==> src/rtl/serialdump.sv <==
// ---------------------------------------------------------------------------
// serialdump
//
// Memory-to-UART hex dumper. When started, it takes over the memory port and
// reads a programmed number of 32-bit words from a start address. Each word
// goes to the UART transmitter as eight lowercase ASCII hex characters, most
// significant nibble first. A single space (0x20) follows the last word. The
// resulting stream can be fed straight back into the serial boot loader.
//
// Optional feature macro: SERIALDUMP_NEWLINE_EN
//   When defined, a 0x0A character is sent after every word (state NL).
//
// Ports
//   clk, rst                  system clock, asynchronous active-low reset
//   a, d, we, ready           control port (write-only registers):
//                             a=1 start address (byte-swapped from d),
//                             a=2 word count, a=3 start dump.
//                             ready is low while a dump runs.
//   *_cpu                     CPU-side memory request / response
//   *_mem                     memory-side request / response
//   tx_data, tx_start,        UART TX character, one-cycle send pulse,
//   tx_busy                   and busy flag
// ---------------------------------------------------------------------------
module serialdump (
  input  logic        clk,
  input  logic        rst,
  input  logic [2:0]  a,
  input  logic [31:0] d,
  input  logic        we,
  output logic        ready,
  input  logic        burst_en_cpu,
  input  logic [7:0]  burst_length_cpu,
  input  logic [31:0] a_cpu,
  input  logic [31:0] d_cpu,
  input  logic        we_cpu,
  input  logic        rd_cpu,
  output logic [31:0] spo_cpu,
  output logic        ready_cpu,
  output logic        burst_en_mem,
  output logic [7:0]  burst_length_mem,
  output logic [31:0] a_mem,
  output logic [31:0] d_mem,
  output logic        we_mem,
  output logic        rd_mem,
  input  logic [31:0] spo_mem,
  input  logic        ready_mem,
  output logic [7:0]  tx_data,
  output logic        tx_start,
  input  logic        tx_busy
);

  typedef enum logic [2:0] {
    ST_IDLE,
    ST_READ,
    ST_SEND,
    ST_GAP,
    ST_NEXT,
    ST_TERM,
    ST_TGAP
`ifdef SERIALDUMP_NEWLINE_EN
    , ST_NL
`endif
  } state_t;

  state_t      state_q, state_d;
  logic [31:0] addr_q, addr_d;
  logic [15:0] count_q, count_d;
  logic [31:0] data_q, data_d;
  logic [2:0]  idx_q, idx_d;
  // Set once the mandatory first GAP/TGAP cycle has elapsed, so tx_busy is
  // only sampled after the UART has had a cycle to raise it.
  logic        armed_q, armed_d;
`ifdef SERIALDUMP_NEWLINE_EN
  // Marks that the character in flight is the newline, so GAP exits to NEXT.
  logic        nl_q, nl_d;
`endif

  logic        rd_int;
  logic        override;
  logic [2:0]  nib_sel;
  logic [3:0]  nib;

  function automatic logic [7:0] hex_char(input logic [3:0] v);
    if (v < 4'd10) return 8'h30 + {4'h0, v};
    else           return 8'h57 + {4'h0, v};
  endfunction

  // Index 0 selects the most significant nibble.
  assign nib_sel = 3'd7 - idx_q;
  assign nib     = data_q[{nib_sel, 2'b00} +: 4];

  always_ff @(posedge clk or negedge rst) begin
    if (!rst) begin
      state_q <= ST_IDLE;
      addr_q  <= 32'h0;
      count_q <= 16'h0;
      data_q  <= 32'h0;
      idx_q   <= 3'd0;
      armed_q <= 1'b0;
`ifdef SERIALDUMP_NEWLINE_EN
      nl_q    <= 1'b0;
`endif
    end else begin
      state_q <= state_d;
      addr_q  <= addr_d;
      count_q <= count_d;
      data_q  <= data_d;
      idx_q   <= idx_d;
      armed_q <= armed_d;
`ifdef SERIALDUMP_NEWLINE_EN
      nl_q    <= nl_d;
`endif
    end
  end

  // Next-state and datapath. tx_start is combinational so it can only be
  // high in a cycle where tx_busy is low.
  always_comb begin
    state_d  = state_q;
    addr_d   = addr_q;
    count_d  = count_q;
    data_d   = data_q;
    idx_d    = idx_q;
    armed_d  = armed_q;
`ifdef SERIALDUMP_NEWLINE_EN
    nl_d     = nl_q;
`endif
    rd_int   = 1'b0;
    tx_start = 1'b0;
    tx_data  = 8'h00;

    case (state_q)
      ST_IDLE: begin
        if (we) begin
          case (a)
            3'd1: addr_d = {d[7:0], d[15:8], d[23:16], d[31:24]};
            3'd2: count_d = d[15:0];
            3'd3: state_d = (count_q != 16'd0) ? ST_READ : ST_TERM;
            default: ;
          endcase
        end
      end
      ST_READ: begin
        rd_int = 1'b1;
        if (ready_mem) begin
          data_d  = spo_mem;
          idx_d   = 3'd0;
          state_d = ST_SEND;
        end
      end
      ST_SEND: begin
        if (!tx_busy) begin
          tx_start = 1'b1;
          tx_data  = hex_char(nib);
          armed_d  = 1'b0;
          state_d  = ST_GAP;
        end
      end
      ST_GAP: begin
        if (!armed_q) begin
          armed_d = 1'b1;
        end else if (!tx_busy) begin
`ifdef SERIALDUMP_NEWLINE_EN
          if (nl_q) begin
            nl_d    = 1'b0;
            state_d = ST_NEXT;
          end else if (idx_q != 3'd7) begin
            idx_d   = idx_q + 3'd1;
            state_d = ST_SEND;
          end else begin
            state_d = ST_NL;
          end
`else
          if (idx_q != 3'd7) begin
            idx_d   = idx_q + 3'd1;
            state_d = ST_SEND;
          end else begin
            state_d = ST_NEXT;
          end
`endif
        end
      end
`ifdef SERIALDUMP_NEWLINE_EN
      ST_NL: begin
        if (!tx_busy) begin
          tx_start = 1'b1;
          tx_data  = 8'h0A;
          armed_d  = 1'b0;
          nl_d     = 1'b1;
          state_d  = ST_GAP;
        end
      end
`endif
      ST_NEXT: begin
        addr_d  = addr_q + 32'd4;
        count_d = count_q - 16'd1;
        state_d = (count_q != 16'd1) ? ST_READ : ST_TERM;
      end
      ST_TERM: begin
        if (!tx_busy) begin
          tx_start = 1'b1;
          tx_data  = 8'h20;
          armed_d  = 1'b0;
          state_d  = ST_TGAP;
        end
      end
      ST_TGAP: begin
        if (!armed_q) begin
          armed_d = 1'b1;
        end else if (!tx_busy) begin
          state_d = ST_IDLE;
        end
      end
      default: state_d = ST_IDLE;
    endcase
  end

  // The memory port belongs to the dumper in every non-idle state; since this
  // decodes the state register directly, an async reset drops it at once.
  assign override = (state_q != ST_IDLE);
  assign ready    = (state_q == ST_IDLE);

  assign a_mem            = override ? addr_q : a_cpu;
  assign rd_mem           = override ? rd_int : rd_cpu;
  assign we_mem           = override ? 1'b0   : we_cpu;
  assign burst_en_mem     = override ? 1'b0   : burst_en_cpu;
  assign burst_length_mem = override ? 8'h00  : burst_length_cpu;
  assign d_mem            = override ? 32'h0  : d_cpu;

  assign spo_cpu   = spo_mem;
  assign ready_cpu = ready_mem;

endmodule

==> config.mk <==
export PLATFORM = sky130hd
export DESIGN_NAME = serialdump
export DESIGN_NICKNAME = d
export VERILOG_FILES = /design/src/rtl/serialdump.sv
export SDC_FILE = /design/constraint.sdc
export NUM_CORES = 1
export LEC_CHECK = 0
export ABC_AREA = 1
export ABC_CLOCK_PERIOD_IN_PS = 4550
export CORE_UTILIZATION = 48
export DETAILED_ROUTE_END_ITERATION = 16
export PLACE_DENSITY = 0.95
export SLEW_MARGIN = 20
export SYNTH_ARGS = -nofsm -noshare
export SYNTH_HDL_FRONTEND = slang
export SYNTH_SLANG_ARGS = --single-unit
==> constraint.sdc <==
create_clock -name clk -period 4.55 [get_ports clk]
set_input_delay 1.1375 -clock clk [delete_from_list [all_inputs] [get_ports clk]]
set_output_delay 1.1375 -clock clk [all_outputs]
set_load 0.01 [all_outputs]
==> out/metrics.yaml <==
diodes: 0
final_util_pct: 71.5
avgSynthCellArea_um2: 6.37
synthTopCellsByCount: "nand2_1, nor2_1, inv_1, dfrtp_1, o21ai_0"
rsz0062_at_grt: "false"
regArea_um2: 2180
path_buf_inv: 3
ys_ff_latch: 87
cpMaxStageDelayCell: "dfrtp_1"
startpoint_type: "register"
yosysTopAreaCell: "dfrtp_1"
vias: 7215
setup_viol: 0
max-cap-violations: 0
slew_violations: 0
grt_max_degree: 63
synth-edff-count: 0
p_leak_nw: 4.32
whs_path_depth: 2
dp.cells: 1375
fp-row-count: 41
dieArea_um2: 13800
r2r_slack_ns: 1.95
overflow: 0
cts_resized: 0
synth_top_area_share_pct: 34.0
synth_fp_nets: 1159
wl_per_cell_um: 15.2
p_total_mw: 5.35
drtIter0Drc: 541
start_util_pct: 49.9
finalCritPeriodShare_pct: 89.3
multi_input_comb_area_um2: 3220
rr_endpoint: "count_q[12]"
fin_setup_tns_ns: 0
grt_antenna_before_repair: 0
clkTransAtPathRegs_ns: 0.07
dpl.hpwl_mm: 16.2
crit_top_cell: "nand2_1"
fin_worst_skew_ns: 0.00667
grt_pass1_wl_mm: 33.6
synthTopCellsByArea: "dfrtp_1, nand2_1, nor2_1"
synthFlopType: "dfrtp_1"
yosys_warnings: 0
n_fill_cell: 1013
htree_levels: 3
first_pass_iters: 7
synth_sequential_area_ratio_pct: 34.0
arrival_ns: 2.93
fp.dieH_um: 117
r2r_start: "state_q[2]"
cts.path.max_buffers: 2
cp_top_family: "buffers and inverters"
cp.required_ns: 3.41
instances_no_fill: 1391
slowest_delay_ns: 0.79
crit_fanout: 25
crit_path_end_kind: "output port"
worstSkewPairLatency_ns: 0.36
period_minus_slack_ns: 4.06
coreArea_um2: 12800
hold_violations: 0
hp-start: "count_q[11]"
cts_buffers: 9
peakVddDrop_uv: 390
area_growth_pct: 43.3
post_cts_buffers: 0
fmax_mhz: 246
reg2reg_depth: 7
io_buffers: 263
holdCritPathClass: "reg -> reg"
postSynthCellCount: 1005
root_buffer: "clkbuf_16"
path_class: "reg -> out"
io_pins: 265
yosys.cell_count.top_type: "nand2_1"
whs_endpoint: "count_q[11]"
grt_util_all_layers_pct: 30.6
path_cells: "inv_2 -> o21ai_0 -> nand2_1 -> nand2_1 -> nand2_1 -> inv_1 -> ha_1 -> nand3_1 -> nand2_1 -> nor2_1 -> clkdlybuf4s50_1"
layout-drive-gt1-share_pct: 3.86
via_per_inst: 5.19
cts_tree: "done"
async_flop_share_pct: 100
cellPowerDensity_nw_per_um2: 583
wl_mm: 21.1
netlist_area_um2: 6400
die_w_um: 117
cts_hold_buffers: 0
grt_pass1_vias: 6728
final_nets: 1368
slew_headroom_pct: 36.6
yosys.cell_types.count: 36
place.gp.congestion: 0.988
worst_slew_pin_slew_ns: 0.948
remaining_drc_errors: 0
run_status: "finished clean"
cts_sinks: 87
antenna_left: 0
per-stage QoR:
stage	setup slack, ns	hold slack, ns	cell area, um^2
after floorplan	1.76	0.449	6400
final	0.485	0.484	9170
after CTS	0.502	0.491	9170
after detailed placement	0.757	0.473	8830
after global placement	0.784	0.462	8830
after global routing	0.234	0.502	9170
layer usage:
layer	global-route usage [%]	routed length, um	share of wire (%)	vias up
met1	36.7	8560	41	3281
met3	5.77	1440	6.8	42
met5	0	0	0	-
met4	10.1	482	2.3	0
met2	55.0	10600	50	341
li1	-	-	-	3551
area by class of cell:
class                   instances  area share, %
clock buffers                   9           2.45
clock inverters                 7           1.31
inverters                     147           6.01
multi-input cells             701           35.1
flip-flops and latches         87           23.7
well taps                     172           2.35
repair buffers                268           29.1
sequential cells by signal, indices dropped and copies added (netlist names):
signal   flops
armed_q      1
addr_q      32
count_q     16
idx_q        3
data_q      32
state_q      3
cells by family after synthesis:
family | after synthesis | synth area share, %
buf+inv | 217 | 15.9
compound gates | 164 | 13.7
simple gates | 511 | 32.1
fa+ha+maj | 7 | 1.37
mux | 12 | 2.11
xor+xnor | 6 | 0.821
flops | 87 | 34.0
other cells | 1 | 0.0586
placed cells by master (no fill, tap or decap), drive strengths merged:
master	synthesis	final
o211ai	4	4
nor4	2	2
nand2	266	266
nor2	172	172
xnor2	1	1
mux2	12	12
a22oi	2	2
ha	7	7
dfrtp	87	87
conb	1	1
o22ai	5	5
o21ai	85	85
a211oi	1	1
nor3	7	7
clkinv	0	2
nand3b	1	1
o21bai	2	2
a21o	1	1
clkbuf	2	9
nand4	8	8
o21a	1	1
clkdlybuf4s50	0	262
nand3	55	55
buf	68	6
a21oi	56	56
xor2	5	5
inv	147	148
o221ai	2	2
a31oi	1	1
bufinv	0	3
o31ai	1	1
a32oi	3	3
clkinvlp	0	1
power by group:
group | switching [mW] | internal (mW) | total [mW]
clock network | 0.336 | 0.539 | 0.875
logic | 1.63 | 1.35 | 2.98
registers | 0.348 | 1.15 | 1.49
total | 2.32 | 3.03 | 5.35
tightest hold or removal path: cells and delay by family, from the launching register on:
family           cells  cell delay, ns
flip-flops           1            0.34
AND/OR/NAND/NOR      2            0.11
how the worst max path moves through the flow:
stage / from / to / slack (ns) / cells past startpoint
after floorplan: tx_busy / tx_data[3] / 1.76 / 3
after global placement: tx_busy / tx_data[2] / 0.78 / 7
after detailed placement: tx_busy / tx_data[2] / 0.76 / 7
after CTS: idx_q[0] / tx_data[1] / 0.50 / 11
after global routing: idx_q[0] / tx_data[2] / 0.23 / 12
final: idx_q[0] / tx_data[1] / 0.49 / 11
(Power assumes the default switching activity.)
